==> config.mk <==
export PLATFORM = sky130hd
export DESIGN_NAME = data_mem_access_ctrl_flat
export DESIGN_NICKNAME = d
export VERILOG_FILES = /design/src/rtl/data_mem_access_ctrl_if.sv /design/src/rtl/data_mem_access_ctrl.sv /design/src/flat_wrapper.sv
export SDC_FILE = /design/constraint.sdc
export NUM_CORES = 1
export LEC_CHECK = 0
export CAP_MARGIN = 25
export CELL_PAD_IN_SITES_DETAIL_PLACEMENT = 0
export CELL_PAD_IN_SITES_GLOBAL_PLACEMENT = 1
export CORE_ASPECT_RATIO = 1.25
export CORE_MARGIN = 2
export CORE_UTILIZATION = 33
export DETAILED_ROUTE_END_ITERATION = 7
export GPL_TIMING_DRIVEN = 0
export PLACE_DENSITY = 0.95
export REMOVE_ABC_BUFFERS = 1
export SYNTH_ARGS = -nofsm -noshare
export SYNTH_HDL_FRONTEND = slang
export SYNTH_SLANG_ARGS = --single-unit
==> constraint.sdc <==
create_clock -name clk -period 5.7 [get_ports clk]
set_clock_uncertainty 0.2 [all_clocks]
set_input_delay 0.855 -clock clk [delete_from_list [all_inputs] [get_ports clk]]
set_output_delay 0.855 -clock clk [all_outputs]
set_load 0.03 [all_outputs]
==> src/rtl/data_mem_access_ctrl_if.sv <==
// Pipeline/data-memory bundle for the MEM-stage access sequencer.
// slave is the sequencer side; master is the pipeline plus memory side.
interface data_mem_access_ctrl_if;
  logic        reqRead;
  logic        reqWrite;
  logic [2:0]  funct3;
  logic [31:0] address;
  logic [31:0] storeData;
  logic        stall;
  logic [31:0] loadData;
  logic        loadValid;
  logic        busError;
  logic        misalignFault;
  logic        memRead;
  logic        memWrite;
  logic [31:0] memAddress;
  logic [31:0] memWriteData;
  logic [3:0]  memByteEnable;
  logic        memBusyWait;
  logic [31:0] memReadData;

  modport slave (
    input  reqRead, reqWrite, funct3, address, storeData,
    input  memBusyWait, memReadData,
    output stall, loadData, loadValid, busError, misalignFault,
    output memRead, memWrite, memAddress, memWriteData, memByteEnable
  );

  modport master (
    output reqRead, reqWrite, funct3, address, storeData,
    output memBusyWait, memReadData,
    input  stall, loadData, loadValid, busError, misalignFault,
    input  memRead, memWrite, memAddress, memWriteData, memByteEnable
  );
endinterface

==> src/rtl/data_mem_access_ctrl.sv <==
// MEM-stage load/store sequencer with lane steering and load extension.
// Optional misaligned-access trap: define MISALIGN_TRAP_EN.
module data_mem_access_ctrl #(
  parameter int WAIT_LIMIT = 255,
  parameter int CNT_W      = 8
) (
  input logic                 clk,
  input logic                 reset,
  data_mem_access_ctrl_if.slave bus
);
  typedef enum logic [1:0] {IDLE, ACCESS, DONE} state_t;

  localparam bit HAS_LIM = (WAIT_LIMIT != 0);
  localparam logic [CNT_W-1:0] LIM_M1 =
    CNT_W'(HAS_LIM ? WAIT_LIMIT - 1 : 0);

  state_t           state, state_n;
  logic [CNT_W-1:0] cnt;
  logic [1:0]       off_q;
  logic [2:0]       f3_q;
  logic             req, bad;
  logic             take, trap, finish, abort;
  logic             mem_rd, mem_wr;
  logic [31:0]      mem_addr, mem_wd, load_q;
  logic [3:0]       mem_en;
  logic             lv_q, be_q, mf_q;

  function automatic logic [1:0] shamt(
    input logic [2:0] f, input logic [1:0] a);
    shamt = 2'b00;
    unique case (1'b1)
      f[1:0] == 2'b00: shamt = a;
      f[1:0] == 2'b01: shamt = {a[1], 1'b0};
      default: ;
    endcase
  endfunction

  function automatic logic [3:0] lanes(
    input logic [2:0] f, input logic [1:0] a);
    lanes = 4'b1111;
    unique case (1'b1)
      f[1:0] == 2'b00: lanes = 4'b0001 << a;
      f[1:0] == 2'b01: lanes = 4'b0011 << {a[1], 1'b0};
      default: ;
    endcase
  endfunction

  function automatic logic [31:0] wdata(
    input logic [2:0] f, input logic [31:0] d);
    wdata = d;
    unique case (1'b1)
      f[1:0] == 2'b00: wdata = {4{d[7:0]}};
      f[1:0] == 2'b01: wdata = {2{d[15:0]}};
      default: ;
    endcase
  endfunction

  function automatic logic [31:0] conv(
    input logic [2:0] f, input logic [1:0] a, input logic [31:0] w);
    logic [31:0] s;
    s = w >> {shamt(f, a), 3'b000};
    conv = s;
    unique case (1'b1)
      f == 3'b000: conv = {{24{s[7]}}, s[7:0]};
      f == 3'b100: conv = {24'b0, s[7:0]};
      f == 3'b001: conv = {{16{s[15]}}, s[15:0]};
      f == 3'b101: conv = {16'b0, s[15:0]};
      default: ;
    endcase
  endfunction

  assign req = bus.reqRead | bus.reqWrite;

`ifdef MISALIGN_TRAP_EN
  assign bad = ((bus.funct3[1:0] == 2'b01) & bus.address[0])
             | (bus.funct3[1] & (|bus.address[1:0]));
`else
  assign bad = 1'b0;
`endif

  always_ff @(posedge clk) begin
    if (reset) state <= IDLE;
    else       state <= state_n;
  end

  always_comb begin
    state_n = state;
    take    = 1'b0;
    trap    = 1'b0;
    finish  = 1'b0;
    abort   = 1'b0;
    unique case (state)
      IDLE: if (req) begin
        if (bad) begin
          trap    = 1'b1;
          state_n = DONE;
        end else begin
          take    = 1'b1;
          state_n = ACCESS;
        end
      end
      ACCESS: if (!bus.memBusyWait) begin
        finish  = 1'b1;
        state_n = DONE;
      end else if (HAS_LIM && cnt == LIM_M1) begin
        abort   = 1'b1;
        state_n = DONE;
      end
      DONE:    state_n = IDLE;
      default: state_n = IDLE;
    endcase
  end

  always_ff @(posedge clk) begin
    if (reset) begin
      cnt      <= '0;
      off_q    <= '0;
      f3_q     <= '0;
      mem_rd   <= 1'b0;
      mem_wr   <= 1'b0;
      mem_addr <= '0;
      mem_wd   <= '0;
      mem_en   <= '0;
      load_q   <= '0;
      lv_q     <= 1'b0;
      be_q     <= 1'b0;
      mf_q     <= 1'b0;
    end else begin
      lv_q <= 1'b0;
      be_q <= 1'b0;
      mf_q <= 1'b0;
      if (take) begin
        cnt      <= '0;
        off_q    <= bus.address[1:0];
        f3_q     <= bus.funct3;
        mem_rd   <= bus.reqRead;
        mem_wr   <= ~bus.reqRead;
        mem_addr <= {bus.address[31:2], 2'b00};
        mem_wd   <= wdata(bus.funct3, bus.storeData);
        mem_en   <= lanes(bus.funct3, bus.address[1:0]);
      end
      if (trap) begin
        load_q <= '0;
        mf_q   <= 1'b1;
      end
      if (state == ACCESS && bus.memBusyWait)
        cnt <= cnt + 1'b1;
      if (finish) begin
        mem_rd <= 1'b0;
        mem_wr <= 1'b0;
        load_q <= mem_rd ? conv(f3_q, off_q, bus.memReadData) : '0;
        lv_q   <= mem_rd;
      end
      // timeout: drop the strobe and hand back a zero result
      if (abort) begin
        mem_rd <= 1'b0;
        mem_wr <= 1'b0;
        load_q <= '0;
        be_q   <= 1'b1;
      end
    end
  end

  assign bus.stall         = (state == IDLE && req) || state == ACCESS;
  assign bus.loadData      = load_q;
  assign bus.loadValid     = lv_q;
  assign bus.busError      = be_q;
  assign bus.misalignFault = mf_q;
  assign bus.memRead       = mem_rd;
  assign bus.memWrite      = mem_wr;
  assign bus.memAddress    = mem_addr;
  assign bus.memWriteData  = mem_wd;
  assign bus.memByteEnable = mem_en;
endmodule

==> src/flat_wrapper.sv <==
// flat-port wrapper written by rule: the top's interface ports become plain ports
module data_mem_access_ctrl_flat 
#(
  parameter int WAIT_LIMIT = 255,
  parameter int CNT_W      = 8
)
  (clk, reset, bus_reqRead, bus_reqWrite, bus_funct3, bus_address, bus_storeData, bus_memBusyWait, bus_memReadData, bus_stall, bus_loadData, bus_loadValid, bus_busError, bus_misalignFault, bus_memRead, bus_memWrite, bus_memAddress, bus_memWriteData, bus_memByteEnable);
  data_mem_access_ctrl_if bus_i ();
  input logic clk;
  input logic reset;
  input wire logic [$bits(bus_i.reqRead)-1:0] bus_reqRead;
  input wire logic [$bits(bus_i.reqWrite)-1:0] bus_reqWrite;
  input wire logic [$bits(bus_i.funct3)-1:0] bus_funct3;
  input wire logic [$bits(bus_i.address)-1:0] bus_address;
  input wire logic [$bits(bus_i.storeData)-1:0] bus_storeData;
  input wire logic [$bits(bus_i.memBusyWait)-1:0] bus_memBusyWait;
  input wire logic [$bits(bus_i.memReadData)-1:0] bus_memReadData;
  output wire logic [$bits(bus_i.stall)-1:0] bus_stall;
  output wire logic [$bits(bus_i.loadData)-1:0] bus_loadData;
  output wire logic [$bits(bus_i.loadValid)-1:0] bus_loadValid;
  output wire logic [$bits(bus_i.busError)-1:0] bus_busError;
  output wire logic [$bits(bus_i.misalignFault)-1:0] bus_misalignFault;
  output wire logic [$bits(bus_i.memRead)-1:0] bus_memRead;
  output wire logic [$bits(bus_i.memWrite)-1:0] bus_memWrite;
  output wire logic [$bits(bus_i.memAddress)-1:0] bus_memAddress;
  output wire logic [$bits(bus_i.memWriteData)-1:0] bus_memWriteData;
  output wire logic [$bits(bus_i.memByteEnable)-1:0] bus_memByteEnable;
  assign bus_i.reqRead = bus_reqRead;
  assign bus_i.reqWrite = bus_reqWrite;
  assign bus_i.funct3 = bus_funct3;
  assign bus_i.address = bus_address;
  assign bus_i.storeData = bus_storeData;
  assign bus_i.memBusyWait = bus_memBusyWait;
  assign bus_i.memReadData = bus_memReadData;
  assign bus_stall = bus_i.stall;
  assign bus_loadData = bus_i.loadData;
  assign bus_loadValid = bus_i.loadValid;
  assign bus_busError = bus_i.busError;
  assign bus_misalignFault = bus_i.misalignFault;
  assign bus_memRead = bus_i.memRead;
  assign bus_memWrite = bus_i.memWrite;
  assign bus_memAddress = bus_i.memAddress;
  assign bus_memWriteData = bus_i.memWriteData;
  assign bus_memByteEnable = bus_i.memByteEnable;
  data_mem_access_ctrl #(.WAIT_LIMIT(WAIT_LIMIT), .CNT_W(CNT_W)) u_core (.clk(clk), .reset(reset), .bus(bus_i));
endmodule
## Yosys cells after proc, flatten, opt, wreduce, memory -nomap -nowiden

Index checks and enable logic that the tools add are counted.

| operators by class | value |
|---|---|
| $add $sub $neg | 1 |
| eq/ne operators | 9 |
| shifts and indexed selects | 3 |
| mux-type cells | 22 |
| bitwise logic cells | 3 |
| reductions and logical operators | 12 |

Operator list:

| kind | count |
|---|---|
| $pmux 32 s4 | 1 |
| $mux 32 | 2 |
| $pmux 32 s2 | 1 |
| $shr 32x5->32 | 1 |
| $mux 8 | 2 |
| $mux 2 | 5 |
| $add 8x1->8 const B | 1 |
| $eq 8x8->1 const B | 1 |
| $mux 1 | 8 |
| $pmux 2 s2 | 2 |
| $pmux 4 s2 | 1 |
| $eq 2x1->1 const B | 3 |
| $eq 3x3->1 const B | 2 |
| $logic_not 2->1 | 3 |
| $reduce_or 2->1 | 2 |
| $shl 1x2->4 const A | 1 |
| $shl 2x2->4 const A | 1 |
| $eq 3x1->1 const B | 1 |
| $logic_not 3->1 | 1 |
| $ne 3x2->1 const B | 1 |
| $reduce_or 3->1 | 1 |
| $logic_and 1x1->1 | 2 |
| $ne 2x1->1 const B | 1 |
| $not 1->1 | 2 |
| 4 further kinds | 4 |

| storage, ports and cells | value |
|---|---|
| register bits after elaboration | 117 |
| logic and storage cells | 62 |

## Longest topological paths before layout

Gate-level depths: netlist of the first run.

| depth | value |
|---|---|
| depth after elaboration | 8 |
| gate-level depth with buffers | 7 |

## Least setup slack after synthesis of the first run

No wires, ideal clock.

| path | value |
|---|---|
| path type | input to output |
| start point | in bus_reqRead |
| end point | out bus_stall |
| data arrival time | 1973 ps |
| data required time | 4645 ps |
| setup slack | 2672 ps |
| stages | 5 |
| path buffers | 2 |
| path through | or2_2 > nand2_1 > buf_2 > buf_1 > nand2_1 |

| on the way | value |
|---|---|
| longest elaborated chain between the ends | 3 |

RTL lines:

| item | line | RTL |
|---|---|---|
| from (decl) | flat_wrapper.sv:11 | `input wire logic [$bits(bus_i.reqRead)-1:0] bus_reqRead;` |
| $or 1x1->1 | data_mem_access_ctrl.sv:72 | `assign req = bus.reqRead \| bus.reqWrite;` |
| $logic_and 1x1->1 | data_mem_access_ctrl.sv:164 | `assign bus.stall = (state == IDLE && req) \|\| state == ACCESS;` |
| $logic_or 1x1->1 | data_mem_access_ctrl.sv:164 |  |
| to (decl) | flat_wrapper.sv:18 | `output wire logic [$bits(bus_i.stall)-1:0] bus_stall;` |

No other way between the ends.

## Worst setup path after layout of the first run

Ends and elaborated chain as after synthesis.

==> impl_metrics.toml, run 1 <==
[run_status]
status = "finished, final reports clean"

[logic_synthesis]
async_flop_share_pct = 0
synth_top_area_share_pct = 46.9
syn_area_um2 = 4990
synth-main-ff-cell = "dfxtp_1"
ys_ff_latch = 117
synth.avg_cell_area_um2 = 8.61
yosys_warnings = 0
synth-edff-count = 0
synth_top_area_cell = "dfxtp_1"
synth.distinct_cells = 45
synthCells = 580
yosysSeqAreaShare_pct = 46.9
yosys-top-cells-area = "dfxtp_1, nand2_1, a21oi_1"

[routing]
drc = 0
via_per_inst = 5.04
drt-pass1-iter-count = 6
initialDrtViolationCount = 274
vias = 4824
wl_per_cell_um = 15.6
drt_wl_total_um = 14900
drtAntennaViolNets = 0

[min_path]
min_path_type = "register to register"

[power]
powerDensity_nw_per_um2 = 325
leakage_nw = 2.89
vdd_drop_max_uv = 152

[cts]
cts_tree = "built"
cts_root_buffer = "clkbuf_16"
clk_latency_ns = 0.41
cts_setup_buffers = 0
ctsHoldBuffers = 0
path_clk_slew_ns = 0.05
cts-htree-levels = 4
cts_buffer_depth = 2
cts_sinks = 117
post_cts_resized = 0
cts_buffers = 17

[die]
start_util_pct = 33.5
dieArea_um2 = 16100
rows = 50
core_area_um2 = 14900
die_h_um = 142
dieWidth_um = 114
io_pins = 210

[final_layout]
area_growth_pct = 55.6
nets = 868
final_cell_mix = "clkdlybuf4s50_1, nand2_1, dfxtp_1"
antennaDiodeCount = 0
nFillCells = 1355
layout_commonest_cell = "clkdlybuf4s50_1"
post-route-cell-area_um2 = 7770
drive_gt1_share_pct = 7.74
finalCoreUtilization_pct = 52.2

[placed_design]
port_buffers = 206
gp_congestion = 0.791
placed_area_um2 = 7150
post-place-ws_ns = 1.69
dp_hpwl_um = 10200

[grt]
antenna_found_initial = 0
track_usage_pct = 18.5
grt_pass1_vias = 4510
grt_max_degree = 85
gr-total-overflow = 0
grt_first_pass_wirelength_um = 23800

[timing]
fin_crit_sh_pct = 69.6
setup_viol = 0
finalHoldViolCount = 0
fin_crit_ns = 3.97
fmax_mhz = 252
worstMarginPinSlew_ns = 0.934
fin_ws_ns = 1.73
max-slew-margin-rel_pct = 37.7
rsz0062_at_grt = "no"
maxSlewViolCount = 0

[worst_setup_path]
crit_required_ns = 4.64
worst-path-max-fanout = 43
worst-setup-path-type = "input port to output port"
critPathArrivalTime_ns = 2.91
critPathLaunchType = "input port"
cp-end-kind = "output port"

[run]
cap_violations = 0
-- critical path: stages --
cell	delay, ns
clkdlybuf4s50_1	0.41
or2_2	0.33
nand2_2	0.34
buf_12	0.27
nand2_1	0.08
clkdlybuf4s50_1	0.63
-- where the power goes --
part,internal [mW],switching [mW],total [mW]
Clock,0.720,0.383,1.10
Combinational,0.228,0.290,0.518
Sequential,0.874,0.0334,0.907
-- worst paths after layout --
path / start / end / slack (ns) / depth (start not counted)
setup reg to reg: u_core.f3_q[1] / u_core.bus.loadData[22] / 2.82 / 4
hold reg to reg: u_core.bus.memAddress[29] / u_core.bus.memAddress[29] / 0.25 / 2
hold / removal: u_core.bus.memAddress[29] / u_core.bus.memAddress[29] / 0.25 / 2
setup / recovery: bus_reqRead / bus_stall / 1.73 / 6
-- metrics by stage --
step                      hold WS [ns]  TNS [ns]  instances  power (mW)
final                            0.251         0        957        2.53
after global routing             0.265         0        957        2.64
after CTS                        0.254         0        957        2.56
after detailed placement         0.245         0        925        1.45
after global placement           0.241    -28.93        921        1.44
after floorplan                  0.239         0        533        1.18
-- cells by family after synthesis --
kind of cell	count (synthesis)	synth area share [%]
AND/OR/NAND/NOR	210	18.0
AO/OA/AOI/OAI	161	21.4
flip-flops	117	46.9
buffers and inverters	60	5.34
multiplexers	29	7.79
adder cells (fa/ha/maj)	2	0.501
other	1	0.0751
-- per-layer routing --
metal  vias up  global-route usage (%)  wire length (µm)
met1      2210                    21.5              6160
met4         0                    7.38               285
li1       2400                       -                 -
met3        25                    7.69              1490
met5         -                       0                 0
met2       189                    30.2              6980
-- flip-flops by register name, summed over array words and instances (netlist names) --
register / cells
u_core.bus.memWriteData: 32
u_core.bus.loadData: 32
u_core.bus.busError: 1
u_core.bus.loadValid: 1
u_core.bus.memWrite: 1
u_core.state: 2
u_core.off_q: 2
u_core.f3_q: 3
u_core.cnt: 8
u_core.bus.memAddress: 30
u_core.bus.memRead: 1
u_core.bus.memByteEnable: 4
-- area by class of cell --
cell class / count / area (µm²) / share of cell area, %
clock buffer: 20 / 467 / 6.01
sequential: 117 / 2340 / 30.1
tap: 182 / 228 / 2.93
timing repair buffer: 210 / 2130 / 27.5
multi-input combinational: 405 / 2410 / 31.0
clock inverter: 12 / 151 / 1.95
inverter: 11 / 41.3 / 0.531
-- synthesized netlist by cell type, types with 8 or more instances --
cell type	count
a211oi_1	13
a21oi_1	62
a221o_1	8
a22o_1	9
a311oi_1	8
clkbuf_1	34
dfxtp_1	117
inv_1	11
mux2i_1	19
nand2_1	141
nor2_1	32
o21ai_0	32
o2bb2ai_1	15
No activity file was read; power rests on OpenSTA's default activity.
==> run 2, diff against run 1 <==
CORE_UTILIZATION = 28   (was 33)
PLACE_DENSITY = 0.87   (was 0.95)
clock period = 3.6 ns   (was 5.7 ns; I/O delays follow)
==> run 2 against run 1 <==
Die area rose by 17%. Combinational power rose by 57%. Via count fell by 0.33%. Clock power rose by 72%. Critical path depth fell by 1. First-iteration DRC count fell by 5.1%.
==> impl_metrics.toml, run 2 (same netlist as run 1, synthesis figures left out) <==
[timing]
rsz0062_at_grt = "no"
fin_crit_sh_pct = 88.4
hold_slack_ns = 0.251
fmax_mhz = 314
max-slew-margin-rel_pct = 33.5
fin_ws_ns = 0.417
setup_viol = 0
worstMarginPinSlew_ns = 0.995
maxSlewViolCount = 0
finalHoldViolCount = 0
tns_ns = 0
fin_crit_ns = 3.18

[cts]
cts_setup_buffers = 0
path_clk_slew_ns = 0.06
cts-htree-levels = 4
cts_sinks = 117
ctsHoldBuffers = 0
post_cts_resized = 0
cts_root_buffer = "clkbuf_16"
cts_buffers = 17
cts_tree = "built"
clk_latency_ns = 0.40
cts_buffer_depth = 2

[grt]
grt_max_degree = 85
use_met3_pct = 7.24
grt_first_pass_wirelength_um = 24000
grt_pass1_vias = 4642
use_met1_pct = 18.5
top_usage_layer = "met2"
gr-usage-met2_pct = 26.3
track_usage_pct = 16.1
antenna_found_initial = 0
gr-total-overflow = 0

[routing]
via_per_inst = 4.81
initialDrtViolationCount = 260
drt-pass1-iter-count = 4
wl_per_cell_um = 15.2
vias = 4808
drt_wl_total_um = 15200
drc = 0
drtAntennaViolNets = 0

[final_layout]
antennaDiodeCount = 0
area_growth_pct = 57.2
layout_commonest_cell = "clkdlybuf4s50_1"
stdcell_count = 999
final_cell_mix = "clkdlybuf4s50_1, nand2_1, dfxtp_1"
drive_gt1_share_pct = 7.61
nets = 868

[worst_setup_path]
reg2reg_depth = 4
critPathArrivalTime_ns = 2.44
critPathCapture = "bus_stall"
critical_path_depth = 5
crit_required_ns = 2.86
r2r-end = "u_core.bus.loadData[2]"
reg2reg_from = "u_core.f3_q[1]"
worst-path-max-fanout = 25
crit_family = "buffers and inverters"
critPathLaunchType = "input port"
cpPeakStageDelay_ns = 0.61
r2r_setup_slack_ns = 0.74
crit_buf_inv = 2
cp-end-kind = "output port"
crit_slowest_cell = "clkdlybuf4s50_1"
crit_chain = "clkdlybuf4s50_1 -> or2_2 -> nand2_2 -> nand2_1 -> clkdlybuf4s50_1"
crit_start = "bus_reqRead"
worst-setup-path-type = "input port to output port"
cpMostUsedCell = "clkdlybuf4s50_1"

[power]
powerDensity_nw_per_um2 = 528
vdd_drop_max_uv = 282
leakage_nw = 2.91
power_mw = 4.14

[die]
die_h_um = 153
io_pins = 210
rows = 54
core_area_um2 = 17500
dieWidth_um = 123
dieArea_um2 = 18900
start_util_pct = 28.5

[run_status]
status = "finished, final reports clean"

[placed_design]
port_buffers = 206
dpl.cell_count = 967
dp_hpwl_um = 10500
gp_congestion = 0.770
post-place-ws_ns = 0.386

[run]
cap_violations = 0

[min_path]
min_path_type = "register to register"
## run 2: area by class of cell
cell class	count	area [µm²]
clock buffers	20	457
clock inverters	12	200
fillers	1691	9650
inverters	11	41.3
multi-input cells	405	2410
flip-flops and latches	117	2340
well taps	224	280
repair buffers	210	2120
## run 2: layer usage
layer  wire, µm  up-vias
met5          0        -
met2       7190      177
met3       1510       17
li1           -     2396
met1       6280     2218
met4        246        0
## run 2: worst reg2reg max path, stage by stage (launching register included)
cell and delay [ns]:
dfxtp_1 0.85, inv_1 0.51, nand2_2 0.43, mux4_2 0.56, a22o_1 0.21
## run 2: worst min path at each step
stage	startpoint	end	slack, ns	cells past startpoint
after floorplan	u_core.off_q[0]	u_core.off_q[0]	0.24	2
after global placement	u_core.bus.memWriteData[30]	u_core.bus.memWriteData[30]	0.24	2
after detailed placement	u_core.bus.loadData[24]	u_core.bus.loadData[24]	0.25	1
after CTS	u_core.bus.memAddress[29]	u_core.bus.memAddress[29]	0.25	2
after global routing	u_core.bus.memAddress[19]	u_core.bus.memAddress[19]	0.27	2
final	u_core.bus.memAddress[31]	u_core.bus.memAddress[31]	0.25	2
## run 2: where the power goes
group          total, mW  leakage [nW]  internal [mW]  switching, mW
Combinational      0.815          1.64          0.359          0.456
Clock               1.89         0.313           1.27          0.625
Sequential          1.44         0.959           1.38         0.0538
## run 2: through the flow
stage / utilization (%) / area [µm²]
2_1_floorplan: - / 4780
3_3_place_gp: 40.7 / 7120
3_5_place_dp: 41.1 / 7200
4_1_cts: 44.9 / 7850
5_1_grt: 44.9 / 7850
6_report: 44.9 / 7850
==> RTL edit 1: new RTL, flow settings as in run 1 <==
`CNT_W` is set to 8 in 2 places; all go to 12.
--- a/src/rtl/data_mem_access_ctrl.sv
+++ b/src/rtl/data_mem_access_ctrl.sv
@@ -2,7 +2,7 @@
 // Optional misaligned-access trap: define MISALIGN_TRAP_EN.
 module data_mem_access_ctrl #(
   parameter int WAIT_LIMIT = 255,
-  parameter int CNT_W      = 8
+  parameter int CNT_W      = 12
 ) (
   input logic                 clk,
   input logic                 reset,
--- a/src/flat_wrapper.sv
+++ b/src/flat_wrapper.sv
@@ -2,7 +2,7 @@
 module data_mem_access_ctrl_flat 
 #(
   parameter int WAIT_LIMIT = 255,
-  parameter int CNT_W      = 8
+  parameter int CNT_W      = 12
 )
   (clk, reset, bus_reqRead, bus_reqWrite, bus_funct3, bus_address, bus_storeData, bus_memBusyWait, bus_memReadData, bus_stall, bus_loadData, bus_loadValid, bus_busError, bus_misalignFault, bus_memRead, bus_memWrite, bus_memAddress, bus_memWriteData, bus_memByteEnable);
   data_mem_access_ctrl_if bus_i ();
Formal check against the unedited RTL: same outputs for any inputs over 4 cycles, from zero or initial values and one cycle with reset high; that may be too few to reach the edited logic, so the function may still have changed.
==> RTL edit 1 against run 1 <==
- clock power decreased by 4%
- sequential cell count increased by 4
- global-route usage increased by 0.16 points
- setup slack got worse by 96 ps
- die area increased by 10%
- via count increased by 12%
- synthesized cell count increased by 15%
- routed wire length increased by 11%
- power about the same
- design area increased by 7.1%
- synthesized area increased by 11%
==> RTL edit 1: results (changes against run 1) <==
Antenna violations before repair - 0 (unchanged)
Hold path endpoint - u_core.bus.memWriteData[2] (was u_core.bus.memAddress[29])
Number of global-route vias before repair - 5254 (was 4510)
First-pass GRT wire length - 26670 um (was 23760 um)
WP data arrival - 3010 ps (was 2910 ps)
Worst slew pin tran - 982.1 ps (was 934.1 ps)
RR Endpoint - u_core.bus.loadData[3] (was u_core.bus.loadData[22])
Max FO, Critical Path - 34 (was 43)
Slowest Stage Delay on Critical Path - 650 ps (was 630 ps)
Netlist cell types - 49 (was 45)
Status - complete, no violations (unchanged)
Leak - 3.038 nW (was 2.891 nW)
VDD IR-drop max - 0.1850 mV (was 0.1521 mV)
Share of layout cells above drive strength 1 - 6.542% (was 7.742%)
DP HPWL - 11330 um (was 10250 um)
Pre-antenna DRT Iters - 4 (was 6)
FF-to-FF setup slack - 3230 ps (was 2820 ps)
Drt initial violations - 290 (was 274)
Routed len/inst - 15.44 um (was 15.59 um)
Total GRT Usage - 18.67% (was 18.51%)
Synth warn - 0 (unchanged)
# fillers - 1531 (was 1355)
Hold Crit Start - u_core.bus.memWriteData[2] (was u_core.bus.memAddress[29])
Worst r2r src - u_core.f3_q[1] (unchanged)
Top post-synthesis cells by count - nand2_1 (129), dfxtp_1 (121), a21oi_1 (67) (was nand2_1 (141), dfxtp_1 (117), a21oi_1 (62))
Vias - 5417 (was 4824)
Sequential area share after synthesis - 43.87% (was 46.89%)
GPL Wtd Cong - 0.8155 (was 0.7909)
Antenna diodes - 0 (unchanged)
Internal - 1.788 mW (was 1.823 mW)
NumNets Final - 949 (was 868)
Postcts setup bufs - 0 (unchanged)
Main area contributors after synthesis - dfxtp_1 (44%), nand2_1 (8.8%), a21oi_1 (6.1%) (was dfxtp_1 (47%), nand2_1 (11%), a21oi_1 (6.2%))
==> RTL edit 1: changes by cell type after synthesis, moves of 8 or more <==
cell / delta
buf_2: +17
clkbuf_1: -14
inv_1: +17
nand2_1: -12
nand2b_1: +18
nand3_1: +31
nor2_1: +8
o21ai_0: -12
o221ai_1: +25
o2bb2ai_1: -15
or3_1: +9
==> RTL edit 1: worst max-delay path by stage <==
stage,start,to,cells past startpoint,slack (ps)
6_report,bus_reqRead,bus_stall,5,1630
5_1_grt,bus_reqRead,bus_stall,5,1490
4_1_cts,bus_reqRead,bus_stall,5,1590
3_5_place_dp,bus_reqRead,bus_stall,5,1630
3_3_place_gp,reset,u_core.bus.loadData[10],5,40
2_1_floorplan,bus_reqRead,bus_stall,3,2180
==> RTL edit 1: tightest hold or removal path: cells and delay by family, from the launching register on <==
family	cells	cell delay, ps
flip-flops	1	300
AND/OR/NAND/NOR	1	50
AO/OA/AOI/OAI	1	50
==> RTL edit 1: cells by family (layout without fill, tap and decap cells) <==
logic type	count (synthesis)	count (layout)	synth area share [%]
AND/OR/NAND/NOR	265	265	21.94
AO/OA/AOI/OAI	157	157	18.65
adder cells (fa/ha/maj)	2	2	0.4531
multiplexers	35	35	7.976
flip-flops	121	121	43.87
other	1	3	0.06792
buffers and inverters	84	273	7.047
==> RTL edit 1: layout make-up <==
type | count | area (um^2) | area share (%)
multi-input combinational | 462 | 2723 | 32.72
sequential | 121 | 2422 | 29.11
timing repair buffer | 212 | 2212 | 26.58
clock buffer | 18 | 439.2 | 5.277
tap | 216 | 270.3 | 3.248
clock inverter | 14 | 146.4 | 1.759
inverter | 29 | 108.9 | 1.308
==> RTL edit 1: power groups by stage <==
| stage | sequential (mW) | combinational [mW] | clock, mW |
|---|---|---|---|
| finish | 0.936 | 0.531 | 1.06 |
| global route | 0.943 | 0.571 | 1.13 |
| CTS | 0.936 | 0.534 | 1.08 |
| detailed placement | 0.954 | 0.531 | 0 |
| global placement | 0.952 | 0.519 | 0 |
| floorplan | 1.04 | 0.172 | 0 |
==> RTL edit 1: per-layer routing <==
| layer | vias up | routed length, um | GRT usage, % |
|---|---|---|---|
| li1 | 2688 | - | - |
| met1 | 2504 | 6949 | 21.89 |
| met2 | 206 | 7712 | 30.34 |
| met3 | 19 | 1551 | 7.592 |
| met4 | 0 | 339 | 7.588 |
| met5 | - | 0 | 0 |
==> RTL edit 1: through the flow <==
stage,worst slack [ps],instances,hold slack (ps),utilization [%],area (um^2)
floorplan,2182,612,258.5,-,5249
global placement,42.55,1034,240.7,46.61,7581
detailed placement,1632,1039,245.9,47.47,7721
CTS,1590,1071,253.4,51.07,8307
global route,1488,1072,268.6,51.16,8322
finish,1634,1072,251.7,51.16,8322
==> RTL edit 2: new RTL, settings of run 1 <==
Made on the original files. Make the reset (`reset`) asynchronous in 2 clocked blocks.
--- a/src/rtl/data_mem_access_ctrl.sv
+++ b/src/rtl/data_mem_access_ctrl.sv
@@ -78,7 +78,7 @@
   assign bad = 1'b0;
 `endif
 
-  always_ff @(posedge clk) begin
+  always_ff @(posedge clk or posedge reset) begin
     if (reset) state <= IDLE;
     else       state <= state_n;
   end
@@ -111,7 +111,7 @@
     endcase
   end
 
-  always_ff @(posedge clk) begin
+  always_ff @(posedge clk or posedge reset) begin
     if (reset) begin
       cnt      <= '0;
       off_q    <= '0;
Check against the original RTL: differs if reset is asserted again (counterexample within 4 cycles, from zero or initial values and one cycle with reset high); with reset held inactive, the same outputs for 4 cycles.
==> RTL edit 2 against run 1 <==
- setup slack improved by 120 ps
- sequential cell count unchanged
- sequential share of layout area grew 5.3 points
- via count down 5.3%
- global-route usage fell by 0.23 points
- maximum frequency increased by 3.1%
- design area up 6.5%
- synthesized area is 5.6% higher
- count of clock-buffer cells in the layout down 1
- routed wire length rose by 0.41%
Power is not compared: it rests on default switching activity, and its combinational part moved more than twofold at a synthesized area within 25%.
==> RTL edit 2: results (changes against run 1) <==
Status - complete, no violations (unchanged)
Pre-antenna DRT Iters - 4 (was 6)
Top post-synthesis cells by count - nand2_1 (164), dfrtp_1 (117), o21ai_0 (32) (was nand2_1 (141), dfxtp_1 (117), a21oi_1 (62))
WP data arrival - 2800 ps (was 2910 ps)
Main area contributors after synthesis - dfrtp_1 (56%), nand2_1 (12%), mux2i_1 (5.9%) (was dfxtp_1 (47%), nand2_1 (11%), a21oi_1 (6.2%))
Max FO, Critical Path - 27 (was 43)
Async SR Flop Fraction - 100.0% (was 0%)
Non-Filler Instances - 959 (was 957)
VDD IR-drop max - 0.3089 mV
Netlist cell types - 44 (was 45)
Number of global-route vias before repair - 4582 (was 4510)
Postcts setup bufs - 0 (unchanged)
Leak - 3.730 nW
Total GRT Usage - 18.28% (was 18.51%)
GPL Wtd Cong - 0.7564 (was 0.7909)
Met3 GRT Util - 6.789% (was 7.689%)
Synth warn - 0 (unchanged)
Input/output buffers - 206 (unchanged)
Setup TNS - 0 ps (unchanged)
RR Endpoint - u_core.bus.loadData[19] (was u_core.bus.loadData[22])
Resized cells post-CTS - 0 (unchanged)
DP HPWL - 10580 um (was 10250 um)
DR vias/cell - 4.762 (was 5.041)
Total power - 4.825 mW
Antenna violations before repair - 0 (unchanged)
Sequential area share after synthesis - 55.52% (was 46.89%)
# fillers - 1360 (was 1355)
Syn Area/Cell - 9.895 um^2 (was 8.612 um^2)
FF-to-FF setup slack - 2870 ps (was 2820 ps)
Drt initial violations - 261 (was 274)
Top FF cell, synth - dfrtp_1 (was dfxtp_1)
Hold Crit Start - u_core.bus.memAddress[28] (was u_core.bus.memAddress[29])
Largest net degree at the start of global routing - 60 (was 85)
Total CTS buffers - 17 (unchanged)
Hold Path Stages - 2 (unchanged)
Slew margin rel. - 32.72% (was 37.73%)
NumNets Final - 842 (was 868)
Root Driver - clkbuf_16 (unchanged)
GRT met2 Usage - 29.51% (was 30.20%)
Clk_lat worst skew - 400 ps
HP Class - flip-flop to flip-flop (unchanged)
Share of layout cells above drive strength 1 - 6.693% (was 7.742%)
Clock Tree Buf Depth - 2 (unchanged)
Internal - 2.868 mW
First-pass GRT wire length - 24290 um (was 23760 um)
Placed Instances - 929 (was 925)
Antenna diodes - 0 (unchanged)
Worst r2r src - u_core.f3_q[1] (unchanged)
Routed len/inst - 15.62 um (was 15.59 um)
Grt met1 use - 22.66% (was 21.50%)
Hold path endpoint - u_core.bus.memAddress[28] (was u_core.bus.memAddress[29])
Fin. Hold Viols - 0 (unchanged)
Worst Reg-to-Reg Cells - 4 (unchanged)
Clk slew on worst S/H paths - 50 ps (about the same)
RTL edit 2: worst max-delay path, stage by stage:
cell and delay [ps]:
clkdlybuf4s50_1 510, o21ai_4 520, buf_16 230, nand2_1 70, clkdlybuf4s50_1 610
RTL edit 2: cells by family after synthesis:
| kind of cell | share of synthesized area [%] |
|---|---|
| XOR/XNOR | 0.3322 |
| flip-flops | 55.52 |
| AND/OR/NAND/NOR | 18.53 |
| adder cells (fa/ha/maj) | 0.4744 |
| AO/OA/AOI/OAI | 13.02 |
| multiplexers | 8.660 |
| buffers and inverters | 3.393 |
| other | 0.07111 |
RTL edit 2: metal layers:
layer | wire length (um) | part of all wire (%)
met1 | 6245 | 42
met2 | 7304 | 49
met3 | 1254 | 8.4
met4 | 175 | 1.2
met5 | 0 | 0
RTL edit 2: power by group through the flow:
stage | logic [mW] | clock network [mW] | registers, mW
after floorplan | 0.691 | 0 | 2.03
after global placement | 2.30 | 0 | 1.40
after detailed placement | 2.38 | 0 | 1.41
after CTS | 2.38 | 1.08 | 1.41
after global routing | 2.54 | 1.14 | 1.46
final | 2.36 | 1.06 | 1.40
RTL edit 2: cell type report:
type / instances / share of cell area, %
clock buffers: 19 / 5.355
clock inverters: 11 / 1.634
inverters: 8 / 0.4235
multi-input cells: 377 / 26.44
flip-flops and latches: 117 / 35.40
well taps: 212 / 3.207
repair buffers: 215 / 27.55
RTL edit 2: worst max path at each step:
stage / cells after the start / from / end / slack [ps]
global placement: 4 / bus_reqWrite / bus_stall / -2570
global route: 5 / bus_reqWrite / bus_stall / 1790
finish: 5 / bus_reqWrite / bus_stall / 1850
detailed placement: 5 / bus_reqWrite / bus_stall / 1840
floorplan: 2 / bus_reqWrite / bus_stall / -50
CTS: 5 / bus_reqWrite / bus_stall / 1840
RTL edit 2: per-stage QoR:
stage | setup slack, ps | cell area (um^2) | hold WS (ps)
after floorplan | -50.42 | 5132 | 237.8
after global placement | -2569 | 7460 | 257.4
after detailed placement | 1837 | 7694 | 261.7
after CTS | 1836 | 8272 | 274.9
after global routing | 1792 | 8272 | 293.1
final | 1849 | 8272 | 270.9
